==> config.mk <==
export PLATFORM = sky130hd
export DESIGN_NAME = satarx_crc
export DESIGN_NICKNAME = d
export VERILOG_FILES = /design/src/rtl/satarx_crc.sv
export SDC_FILE = /design/constraint.sdc
export NUM_CORES = 1
export LEC_CHECK = 0
export BUFFER_PORTS_ARGS = -buffer_cell sky130_fd_sc_hd__buf_2
export CAP_MARGIN = 0
export CELL_PAD_IN_SITES_DETAIL_PLACEMENT = 2
export CELL_PAD_IN_SITES_GLOBAL_PLACEMENT = 2
export CORE_ASPECT_RATIO = 0.6
export CORE_MARGIN = 2
export CORE_UTILIZATION = 43
export DETAILED_ROUTE_END_ITERATION = 6
export PLACE_DENSITY_LB_ADDON = 0.2
export REMOVE_ABC_BUFFERS = 1
export SLEW_MARGIN = 10
export SYNTH_ARGS = -nofsm -noshare
export SYNTH_HDL_FRONTEND = slang
export SYNTH_SLANG_ARGS = --single-unit
==> constraint.sdc <==
create_clock -name S_AXI_ACLK -period 12.2 [get_ports S_AXI_ACLK]
set_clock_uncertainty 0.05 [all_clocks]
set_input_delay 1.83 -clock S_AXI_ACLK [delete_from_list [all_inputs] [get_ports S_AXI_ACLK]]
set_output_delay 1.83 -clock S_AXI_ACLK [all_outputs]
set_load 0.01 [all_outputs]
==> src/rtl/satarx_crc.sv <==
`timescale 1ns/1ps
`default_nettype none
// ============================================================================
// Module   : satarx_crc
// Purpose  : SATA link-layer receive CRC checker. Takes a de-scrambled frame
//            stream whose final dword (TLAST) is the CRC, forwards only the
//            payload dwords, marks the last payload dword with TLAST and
//            reports the CRC result on that beat through TUSER.
// Ports    : S_AXI_ACLK / S_AXI_ARESETN  clock, async active-low reset
//            S_AXIS_*                    frame stream in (payload + CRC)
//            M_AXIS_*                    payload stream out, TUSER = CRC error
//            o_crc_err                   one-cycle pulse per failing frame
//            o_good_frames/o_bad_frames  saturating frame counters, present
//                                        only with SATARX_CRC_STATS_EN
// Options  : `define SATARX_CRC_STATS_EN to add the frame statistics outputs.
// Revision : 1.0  initial release
// ============================================================================
module satarx_crc #(
    parameter logic [31:0] POLYNOMIAL   = 32'h04c1_1db7,
    parameter logic [31:0] INITIAL_CRC  = 32'h5232_5032,
    parameter bit          OPT_LOWPOWER = 1'b1
) (
    input  logic        S_AXI_ACLK,
    input  logic        S_AXI_ARESETN,
    input  logic        S_AXIS_TVALID,
    output logic        S_AXIS_TREADY,
    input  logic [31:0] S_AXIS_TDATA,
    input  logic        S_AXIS_TLAST,
    output logic        M_AXIS_TVALID,
    input  logic        M_AXIS_TREADY,
    output logic [31:0] M_AXIS_TDATA,
    output logic        M_AXIS_TLAST,
    output logic        M_AXIS_TUSER,
    output logic        o_crc_err
`ifdef SATARX_CRC_STATS_EN
    ,
    output logic [15:0] o_good_frames,
    output logic [15:0] o_bad_frames
`endif
);

    typedef enum logic [0:0] {
        S_EMPTY = 1'b0,
        S_HOLD  = 1'b1
    } state_t;

    state_t      state_q;
    logic [31:0] hold_q;
    logic [31:0] crc_q;
    logic        m_valid_q;
    logic [31:0] m_data_q;
    logic        m_last_q;
    logic        m_user_q;
    logic        crc_err_q;

    logic        w_out_ready;
    logic        w_accept;
    logic        w_crc_match;
    logic [31:0] w_crc_next;

    // MSB-first serial CRC, unrolled over a full dword.
    function automatic logic [31:0] crc_advance(input logic [31:0] crc_in,
                                                input logic [31:0] dword);
        logic [31:0] sreg;
        sreg = crc_in;
        for (int k = 0; k < 32; k++) begin
            if (sreg[31] ^ dword[31-k])
                sreg = {sreg[30:0], 1'b0} ^ POLYNOMIAL;
            else
                sreg = {sreg[30:0], 1'b0};
        end
        return sreg;
    endfunction

    // The output register may load whenever it is empty or being drained.
    assign w_out_ready   = !m_valid_q || M_AXIS_TREADY;
    // In S_EMPTY no beat is produced, so input is never blocked there.
    assign S_AXIS_TREADY = (state_q == S_EMPTY) || w_out_ready;
    assign w_accept      = S_AXIS_TVALID && S_AXIS_TREADY;
    assign w_crc_match   = (S_AXIS_TDATA == crc_q);
    assign w_crc_next    = crc_advance(crc_q, S_AXIS_TDATA);

    always_ff @(posedge S_AXI_ACLK or negedge S_AXI_ARESETN) begin
        if (!S_AXI_ARESETN) begin
            state_q   <= S_EMPTY;
            hold_q    <= 32'h0;
            crc_q     <= INITIAL_CRC;
            m_valid_q <= 1'b0;
            m_data_q  <= 32'h0;
            m_last_q  <= 1'b0;
            m_user_q  <= 1'b0;
            crc_err_q <= 1'b0;
        end else begin
            crc_err_q <= 1'b0;

            // Drain the output stage; a new beat below overrides this.
            if (w_out_ready) begin
                m_valid_q <= 1'b0;
                if (OPT_LOWPOWER) begin
                    m_data_q <= 32'h0;
                    m_last_q <= 1'b0;
                    m_user_q <= 1'b0;
                end
            end

            if (w_accept) begin
                case (state_q)
                    S_EMPTY: begin
                        if (!S_AXIS_TLAST) begin
                            hold_q  <= S_AXIS_TDATA;
                            crc_q   <= w_crc_next;
                            state_q <= S_HOLD;
                        end else begin
                            // CRC dword with no payload: always an error.
                            crc_err_q <= 1'b1;
                            crc_q     <= INITIAL_CRC;
                        end
                    end
                    S_HOLD: begin
                        // Accept here implies the output stage is free.
                        m_valid_q <= 1'b1;
                        m_data_q  <= hold_q;
                        m_last_q  <= S_AXIS_TLAST;
                        m_user_q  <= S_AXIS_TLAST && !w_crc_match;
                        if (!S_AXIS_TLAST) begin
                            hold_q <= S_AXIS_TDATA;
                            crc_q  <= w_crc_next;
                        end else begin
                            crc_err_q <= !w_crc_match;
                            crc_q     <= INITIAL_CRC;
                            state_q   <= S_EMPTY;
                        end
                    end
                    default: state_q <= S_EMPTY;
                endcase
            end
        end
    end

    assign M_AXIS_TVALID = m_valid_q;
    assign M_AXIS_TDATA  = m_data_q;
    assign M_AXIS_TLAST  = m_last_q;
    assign M_AXIS_TUSER  = m_user_q;
    assign o_crc_err     = crc_err_q;

`ifdef SATARX_CRC_STATS_EN
    logic [15:0] good_q;
    logic [15:0] bad_q;
    logic        w_frame_end;
    logic        w_frame_good;

    assign w_frame_end  = w_accept && S_AXIS_TLAST;
    assign w_frame_good = w_frame_end && (state_q == S_HOLD) && w_crc_match;

    always_ff @(posedge S_AXI_ACLK or negedge S_AXI_ARESETN) begin
        if (!S_AXI_ARESETN) begin
            good_q <= 16'h0;
            bad_q  <= 16'h0;
        end else if (w_frame_end) begin
            if (w_frame_good) begin
                if (good_q != 16'hffff)
                    good_q <= good_q + 16'd1;
            end else begin
                if (bad_q != 16'hffff)
                    bad_q <= bad_q + 16'd1;
            end
        end
    end

    assign o_good_frames = good_q;
    assign o_bad_frames  = bad_q;
`endif

endmodule
`default_nettype wire

==> impl_results.md, run 1 <==
* CP max FO at 7
* I/O Pins at between 70 and 80
* Post-Syn Area at 0.00681 mm²
* Peak Freq at between 150 and 200 MHz
* Synth cell types at 33
* Global-route wire length before repair at 34500 µm
* CTS Buffer Depth at 2
* Prevailing post-synth register cell: dfrtp_1
* Cts bufs inserted at 9
* Fraction of registers with async set or reset after synthesis at between 90% and 100%
* Fraction of layout cells with a size suffix above 1 at between 20% and 30%
* Vias/cell at 5.41
* Antenna Nets Post-Route at 0
* Syn_area_per_cell at 11.5 µm²
* Worst hold path type: reg -> reg
* DR vias at 4716
* Compound-Gate Fraction of Synth Area at 7.14%
* WP buf/inv at 2
* Clock sinks at 101
* First drt pass iteration count at 4
* Latest clock arrival within the worst-skew pair at ~0.37 ns
* Clock Tree Root: clkbuf_16
* Relative slew slack at between 20% and 30%
* Endpoints failing setup at 0
* CP Data Required Time at about 12 ns
* Worst R2R Setup Slack at 7.71 ns
* Seq/Total Area, Yosys at a little under two fifths
* H-tree depth at 3
* Fin cells at 871
* Crit path capture type: flip-flop
* CTS tree: built
* Seq cells post-synth at 101
* Total Routing Usage GR at 28.1%
* Arr. time, crit path at a little under 6 ns
* Final hold slack at 0.440 ns
* Total wire length at ~22000 µm
* Crit-path cells: buf_2, xor2_2, inv_2, xnor3_2, xor2_2, xnor2_1, xor3_1, xnor2_4, xor3_2, xnor2_1, o22a_1
* Die X at ~170 µm
* Iter 0 DRT Violations at 370
* Total core area at 0.0154 mm²
* Hold Fails Final Rpt at 0
* Die ar. at 0.0169 mm²
* Multi-input gate area at approximately 0.0042 mm²
* DP Cell Count at 855
* Layout area overhead at 13.6%
* Commonest non-fill, non-tap cell in the layout: xnor2_1
* Initial antenna violation count at 0
* RD Place Congestion at 0.929
* Most frequent cells in the layout: xnor2_1, nand2_1, dfrtp_1
* Row count at 35
* Hpwl dp at 16800 µm
* Largest net degree at the start of global routing at 68
* Die height at ~100 µm
* Simple-gate portion of the synthesized area at roughly 8.6%
* Initial Utilization at approximately 44%
* RSZ-0062 raised after global routing: false
* # DRC at 0
* Gr ovfl total at 0
* Least-Margin Pin Slew at 1.07 ns
* Post-route minimum period at 5.62 ns
* Startpoint class of the critical path: input port
* Adder-cell share of the synthesized area at 0.367%
* Largest family of logic cells by synthesized area: XOR/XNOR gates
* Slowest stage delay, CP at 0.68 ns
* Post-Synth XOR/XNOR Area at 45.3%
* Wirelength per Cell at 25.7 µm
* Synth warn at 0
* EDFF count, synth at 0
* Final slew viol count at 0
* Fin crit share at 46.1%
* IO Port Bufs at 73
* # fillers at 1596
* CTS resizes at 0
* Setup tns final at 0 ns
* Nets at ~700
* Vias in the first global route at about 5300
* Post-Synthesis Cells at 592
* Register area at between 0.002 and 0.003 mm²
* Hold-fix buffers, CTS at 0
* Worst Setup Path Type: in -> reg
* MaxCap Viol Count at 0
* CP delay by family, top: XOR/XNOR gates
* Post-synthesis mux area share at 0%
* ANT cells at 0
* Setup Fix Bufs, Post-CTS at 0
* Slowest-stage cell, CP: xnor2_1
* Worst-path clk slew at around 0.080 ns
* Outcome: finished clean
## worst register-to-register path, delay by kind of cell, from the launching register on
| kind | cells | cell delay [ns] |
|---|---|---|
| AO/OA/AOI/OAI | 1 | 0.20 |
| buffers and inverters | 1 | 0.16 |
| flip-flops | 1 | 0.41 |
| XOR/XNOR | 8 | 3.60 |
## worst paths after layout
check,from,depth (start not counted),to
worst max-delay path,S_AXIS_TDATA[29],11,crc_q[5]
worst min-delay path,hold_q[24],2,hold_q[24]
worst max register to register,crc_q[29],10,crc_q[5]
worst min register to register,hold_q[24],2,hold_q[24]
max in group asynchronous,S_AXI_ARESETN,2,crc_q[13]
min in group asynchronous,S_AXI_ARESETN,1,crc_q[22]
## area by class of cell
type	count	share of cell area, %
clock buffer	9	2.91
multi-input combinational	467	54.1
sequential	101	32.8
timing repair buffer	80	5.43
tap	203	3.28
inverter	4	0.194
clock inverter	7	1.26
## cells in the mapped netlist (5+ instances only)
library cell / count / area (µm²)
xnor3_1: 35 / 788
xnor2_2: 12 / 195
o21ai_0: 19 / 95.1
a21oi_1: 7 / 35.0
dfstp_2: 11 / 289
xnor2_4: 5 / 138
nand4_1: 6 / 37.5
clkbuf_1: 20 / 75.1
xnor2_1: 144 / 1260
nor2_1: 10 / 37.5
dfrtp_1: 90 / 2250
nand2_1: 124 / 465
xor2_1: 36 / 315
xnor3_2: 5 / 119
xor3_1: 6 / 143
a22o_1: 34 / 298
## state kept, by name (all words and copies together), names as in the netlist
register / count
M_AXIS_TDATA: 32
M_AXIS_TLAST: 1
M_AXIS_TUSER: 1
M_AXIS_TVALID: 1
crc_q: 32
hold_q: 32
o_crc_err: 1
state_q: 1
## cell families (layout without fill, tap and decap cells)
| kind of cell | count (synthesis) | after routing |
|---|---|---|
| buf+inv | 24 | 100 |
| compound gates | 69 | 69 |
| xor+xnor | 249 | 249 |
| flops | 101 | 101 |
| simple gates | 147 | 147 |
| fa+ha+maj | 2 | 2 |
## metrics by stage
step,setup WS (ns),cell area (µm²),util (%)
after detailed placement,6.27,7420,48.1
final,6.58,7740,50.2
after global placement,6.42,7420,48.1
after global routing,6.40,7740,50.2
after floorplan,6.92,6740,-
after CTS,6.61,7740,50.2
## layer usage
metal | track usage [%] | vias up | wire (µm)
met3 | 5.28 | 24 | 1070
li1 | - | 2089 | -
met4 | 6.63 | 0 | 319
met1 | 39.7 | 2482 | 10600
met5 | 0 | - | 0
met2 | 45.7 | 121 | 10400
Power of run 1 is not shown: default switching activity piles up to over one toggle a cycle in this logic, so the estimate is an artifact.
==> run 2, diff against run 1 <==
- ABC_AREA: not set -> 1
- CORE_UTILIZATION: 43 -> 34
- clock period: 12.2 -> 5.7 ns (I/O delays scaled with it)
==> impl_results.md, run 2 <==
* Top cell type by total area after synthesis: dfrtp_1
* Gr ovfl total at 0 (unchanged)
* # fillers at 3267 (+100%)
* Crit-path cells: buf_2, inv_1, nand2_1, nand2_2, nand2_1, nand2_1, nand2_1, nand2_2, nand2_2, nand2_2, nand3_1, nand2_2, nand2_2, nand2_4, xor2_4, nand2_2, nand2_4, inv_1, o21ai_0, nand2_1, inv_1
* Cell count along the critical path at 21 (+10)
* Outcome: finished clean
* Prevailing post-synth register cell: dfrtp_1
* Post-layout instance area at 0.0103 mm² (+33%)
* I/O Pins at 74 (unchanged)
* Total core area at 0.0265 mm² (+72%)
* CTS resizes at 0 (unchanged)
* Crit-path most repeated cell: nand2_2
* Synth cell types at 43 (+30%)
* Initial antenna violation count at 1 (+1)
* Top cells by area, synth: dfrtp_1, nand2_1, xor2_1
* Clock sinks at 101 (unchanged)
* Layout area overhead at 11.9%
* Least-Margin Pin Slew at 1.12 ns (+0.0495 ns)
* Worst Setup Path Type: in -> reg
* Worst hold path type: in -> async
* Crit. Startpoint: S_AXIS_TDATA[27]
* Seq/Total Area, Yosys at 27.6% (-9.7 points)
* Synth top cells by count: nand2_1, inv_1, nand3_1
* Startpoint class of the critical path: input port
* Initial Utilization at 34.7% (-9.5 points)
* Final Core Density at 38.9% (-11 points)
* Relative slew slack at 25.3% (-3.3 points)
* Fin crit share at 71.2%
* Iter 0 DRT Violations at 790 (+110%)
* Arr. time, crit path at 4.32 ns (-1.55 ns)
* Post-Syn Area at 0.00920 mm² (+35%)
* Commonest non-fill, non-tap cell in the layout: nand2_1
* CP delay by family, top: simple AND/OR/NAND/NOR gates
* Total wire length at 41500 µm (+85%)
* H-tree depth at 3 (unchanged)
* Worst-path clk slew at 0.08 ns (about the same)
* Post-Synthesis Cells at 1397 (+140%)
* R2R depth at 20 (+10)
* Cts bufs inserted at 9 (unchanged)
* Largest net degree at the start of global routing at 83 (+22%)
* Seq cells post-synth at 101 (unchanged)
* Syn_area_per_cell at 6.58 µm² (-43%)
* Worst r2r dst: crc_q[28]
* Wirelength per Cell at 22.7 µm (-12%)
* Fraction of registers with async set or reset after synthesis at 100% (unchanged)
* Critical Path Sink: crc_q[28]
* Peak Freq at ~250 MHz
* Setup Fix Bufs, Post-CTS at 0 (unchanged)
* # DRC at 0 (unchanged)
* Slowest-stage cell, CP: o21ai_0
* Most numerous cell in the Yosys netlist: nand2_1
* Synth warn at 0 (unchanged)
* CTS Buffer Depth at 2 (unchanged)
* EDFF count, synth at 0 (unchanged)
* Row count at 46 (+31%)
* DR vias at 9665 (+100%)
* Endpoints failing setup at 0 (unchanged)
* Final slew viol count at 0 (unchanged)
* Placed cell area at 0.00996 mm² (+34%)
* Most frequent cells in the layout: nand2_1, inv_1, nand3_1
* Crit path capture type: flip-flop
* Vias in the first global route at 10200 (+91%)
* IO Port Bufs at 73 (unchanged)
* CP max FO at 8 (+1)
* ANT cells at 0 (unchanged)
* MaxCap Viol Count at 0 (unchanged)
* Final WS setup at 1.64 ns (-4.93 ns)
* Post-route minimum period at just over 4 ns
* Hold-fix buffers, CTS at 0 (unchanged)
* RSZ-0062 raised after global routing: false
* First drt pass iteration count at 5 (+1)
* Total Routing Usage GR at 29.7% (+1.5 points)
* Hold Fails Final Rpt at 0 (unchanged)
* RD Place Congestion at 0.968 (+4.3%)
* Nets at 1505 (+110%)
* Global-route wire length before repair at 63100 µm (+83%)
* Latest clock arrival within the worst-skew pair at 0.37 ns (about the same)
* Die ar. at 0.0284 mm² (+68%)
* Hpwl dp at 34000 µm (+100%)
* Worst R2R Setup Slack at 1.79 ns (-5.92 ns)
* Fraction of layout cells with a size suffix above 1 at 19.4% (-1.6 points)
* Die height at 131 µm (+29%)
* Slowest stage delay, CP at 0.39 ns (-0.29 ns)
* DP Worst Slack at 1.33 ns (-4.94 ns)
* CTS tree: built
* Antenna Nets Post-Route at 0 (unchanged)
* Clock Tree Root: clkbuf_16
* CP Data Required Time at 5.96 ns (-6.49 ns)
* Vias/cell at 5.28 (-2.5%)
* Yosys top cell area share at 24.5% (-8.6 points)
* Worst r2r src: crc_q[27]
* Die X at 216 µm (+30%)
* WP buf/inv at 4 (+2)
-- run 2: final cells by class --
cell class                 instances  area (µm²)  area share [%]
multi-input combinational       1096        5870            57.1
tap                              360         450            4.38
sequential                       101        2540            24.7
timing repair buffer              77         398            3.87
inverter                         181         699            6.80
clock inverter                     6        87.6           0.851
clock buffer                      10         239            2.32
-- run 2: layer usage --
layer  share of wire, %  up-vias  GRT usage [%]
met5               0.15        -           1.40
met3                8.5       32           7.82
met2                 43      293           43.9
met4                1.2        4           4.34
li1                   -     4459              -
met1                 48     4877           43.6
-- run 2: how the worst min path moves through the flow --
stage | from | endpoint | slack, ns
final | S_AXI_ARESETN | M_AXIS_TDATA[8] | 0.39
after global routing | S_AXI_ARESETN | M_AXIS_TDATA[3] | 0.42
after CTS | S_AXI_ARESETN | hold_q[8] | 0.40
after detailed placement | M_AXIS_TDATA[19] | M_AXIS_TDATA[19] | 0.42
after global placement | M_AXIS_TDATA[14] | M_AXIS_TDATA[14] | 0.41
after floorplan | crc_q[19] | crc_q[19] | 0.42
-- run 2: metrics by stage --
stage                     setup TNS, ns  hold WS [ns]  std cells
after CTS                             0         0.398       1831
after global placement                0         0.412       1815
after global routing                  0         0.419       1831
after floorplan                 -0.0330         0.421       1378
after detailed placement              0         0.418       1815
final                                 0         0.390       1831
-- run 2: cell families after synthesis --
logic type	Yosys count	synth area share, %
fa+ha+maj	2	0.272
simple gates	859	44.3
buf+inv	200	8.61
compound gates	111	6.53
flops	101	27.6
xor+xnor	124	12.7
Power of run 2 is left out for the same reason.
==> run 3, diff against run 2 <==
- clock period: 5.7 -> 3.74 ns (I/O delays scaled with it)
==> impl_results.md, run 3 (synthesis gave the netlist of run 2 again) <==
* RD Place Congestion at 0.976 (+0.75%)
* IO Port Bufs at 73 (unchanged)
* Commonest non-fill, non-tap cell in the layout: nand2_1
* Setup tns final at 0 ns (unchanged)
* Worst-path clk slew at 0.08 ns (about the same)
* Hpwl dp at 36100 µm (+6.4%)
* Startpoint class of the critical path: flip-flop
* Row count at 46 (unchanged)
* Latest clock arrival within the worst-skew pair at 0.36 ns (about the same)
* Antenna Nets Post-Route at 0 (unchanged)
* Die X at 216 µm (unchanged)
* Vias in the first global route at 10800 (+5.9%)
* Wirelength per Cell at 24.2 µm (+6.7%)
* Global-route wire length before repair at 66200 µm (+4.9%)
* Most frequent cells in the layout: nand2_1, inv_1, nand3_1
* Vias/cell at 5.37 (+1.7%)
* Outcome: finished clean
* DR vias at 10400 (+7.4%)
* Crit path capture type: flip-flop
* # fillers at 3173 (-2.9%)
* ANT cells at 0 (unchanged)
* Hold Fails Final Rpt at 0 (unchanged)
* Hold-fix buffers, CTS at 0 (unchanged)
* Total core area at 0.0265 mm² (unchanged)
* Final slew viol count at 0 (unchanged)
* Initial antenna violation count at 0 (-1)
* Nets at 1607 (+6.8%)
* Fraction of layout cells with a size suffix above 1 at 28.7% (+9.3 points)
* Total Routing Usage GR at 31.0% (+1.3 points)
* Die ar. at 0.0284 mm² (unchanged)
* Clock Tree Root: clkbuf_16
* Worst hold path type: in -> async
* CTS tree: built
* Endpoints failing setup at 0 (unchanged)
* Cts bufs inserted at 9 (unchanged)
* I/O Pins at 74 (unchanged)
* H-tree depth at 3 (unchanged)
* Peak Freq at 272 MHz
* Layout area overhead at 25.1%
* MaxCap Viol Count at 0 (unchanged)
* Initial Utilization at 34.7% (unchanged)
* R2R depth at 24 (+20%)
* # DRC at 0 (unchanged)
* Iter 0 DRT Violations at 842 (+6.6%)
* Gr ovfl total at 0 (unchanged)
* Clock sinks at 101 (unchanged)
* Die height at 131 µm (unchanged)
* Fin crit share at approximately 98%
* Relative slew slack at 38.5% (+13 points)
* Largest net degree at the start of global routing at 83 (unchanged)
* First drt pass iteration count at 6 (+1)
* Least-Margin Pin Slew at 0.923 ns (-0.195 ns)
* CP max FO at 6 (-2)
* Worst Setup Path Type: reg -> reg
* Worst R2R Setup Slack at 0.06 ns (-1.73 ns)
* Total wire length at 46700 µm (+13%)
* Post-route minimum period at roughly 3.7 ns
* CP Data Required Time at 3.94 ns (-2.02 ns)
* Arr. time, crit path at 3.88 ns (-0.44 ns)
* CTS Buffer Depth at 2 (unchanged)
## run 3: critical path, cell delays in order, from the launching register on
cell and delay, ns:
dfstp_2 0.63, nand2_1 0.11, nand2_2 0.14, nand2_2 0.10, nand2_4 0.15, inv_6 0.06
nand2_2 0.10, nand2_4 0.10, buf_12 0.14, nand2_4 0.10, nand2_4 0.08, nand2_2 0.11
nand3_2 0.16, nand2_8 0.15, nand2_2 0.09, nand2_4 0.10, xor2_4 0.30, nand2_2 0.12
nand2_4 0.09, buf_4 0.16, nand3_1 0.13, nand2_1 0.13, nand3_1 0.09, nand3_1 0.09
nand2_1 0.07
## run 3: final timing paths
path	startpoint	end
worst max-delay path	crc_q[30]	crc_q[13]
worst min register to register	M_AXIS_TDATA[6]	M_AXIS_TDATA[6]
worst min-delay path	S_AXI_ARESETN	hold_q[8]
min in group S_AXI_ACLK	M_AXIS_TREADY	M_AXIS_TVALID
worst max register to register	crc_q[30]	crc_q[13]
max in group asynchronous	S_AXI_ARESETN	crc_q[30]
## run 3: cell type report
| type | count | area (µm²) | share of cell area [%] |
|---|---|---|---|
| tap | 360 | 450 | 3.91 |
| timing repair buffer | 179 | 1210 | 10.5 |
| sequential | 101 | 2540 | 22.1 |
| clock inverter | 5 | 45.0 | 0.391 |
| inverter | 181 | 714 | 6.21 |
| multi-input combinational | 1096 | 6310 | 54.8 |
| clock buffer | 11 | 233 | 2.02 |
## run 3: metrics by stage
step	utilization (%)	instance area, µm²	hold slack (ns)	std cells	worst slack [ns]
final	43.5	11500	0.244	1933	0.0571
after CTS	41.4	11000	0.300	1917	0.00377
after global routing	43.5	11500	0.318	1933	-0.119
after global placement	40.2	10600	0.413	1901	-0.0514
after floorplan	-	9100	0.215	1378	-1.70
after detailed placement	40.2	10600	0.422	1901	-0.202
## run 3: what timing repair did
action,CTS,global route
endpoints found under the hold margin,0,0
pin swaps,0,22
setup endpoints to repair,4,31
gates resized for setup,5,93
gates cloned,0,0
buffers inserted,0,16
## run 3: routing by layer
layer	vias up	track usage (%)	share of wire, %
li1	4666	-	-
met1	5309	43.8	45
met2	344	48.2	45
met3	60	8.54	7.6
met4	0	4.07	1.6
met5	-	0	0
Power of run 3 is left out for the same reason.
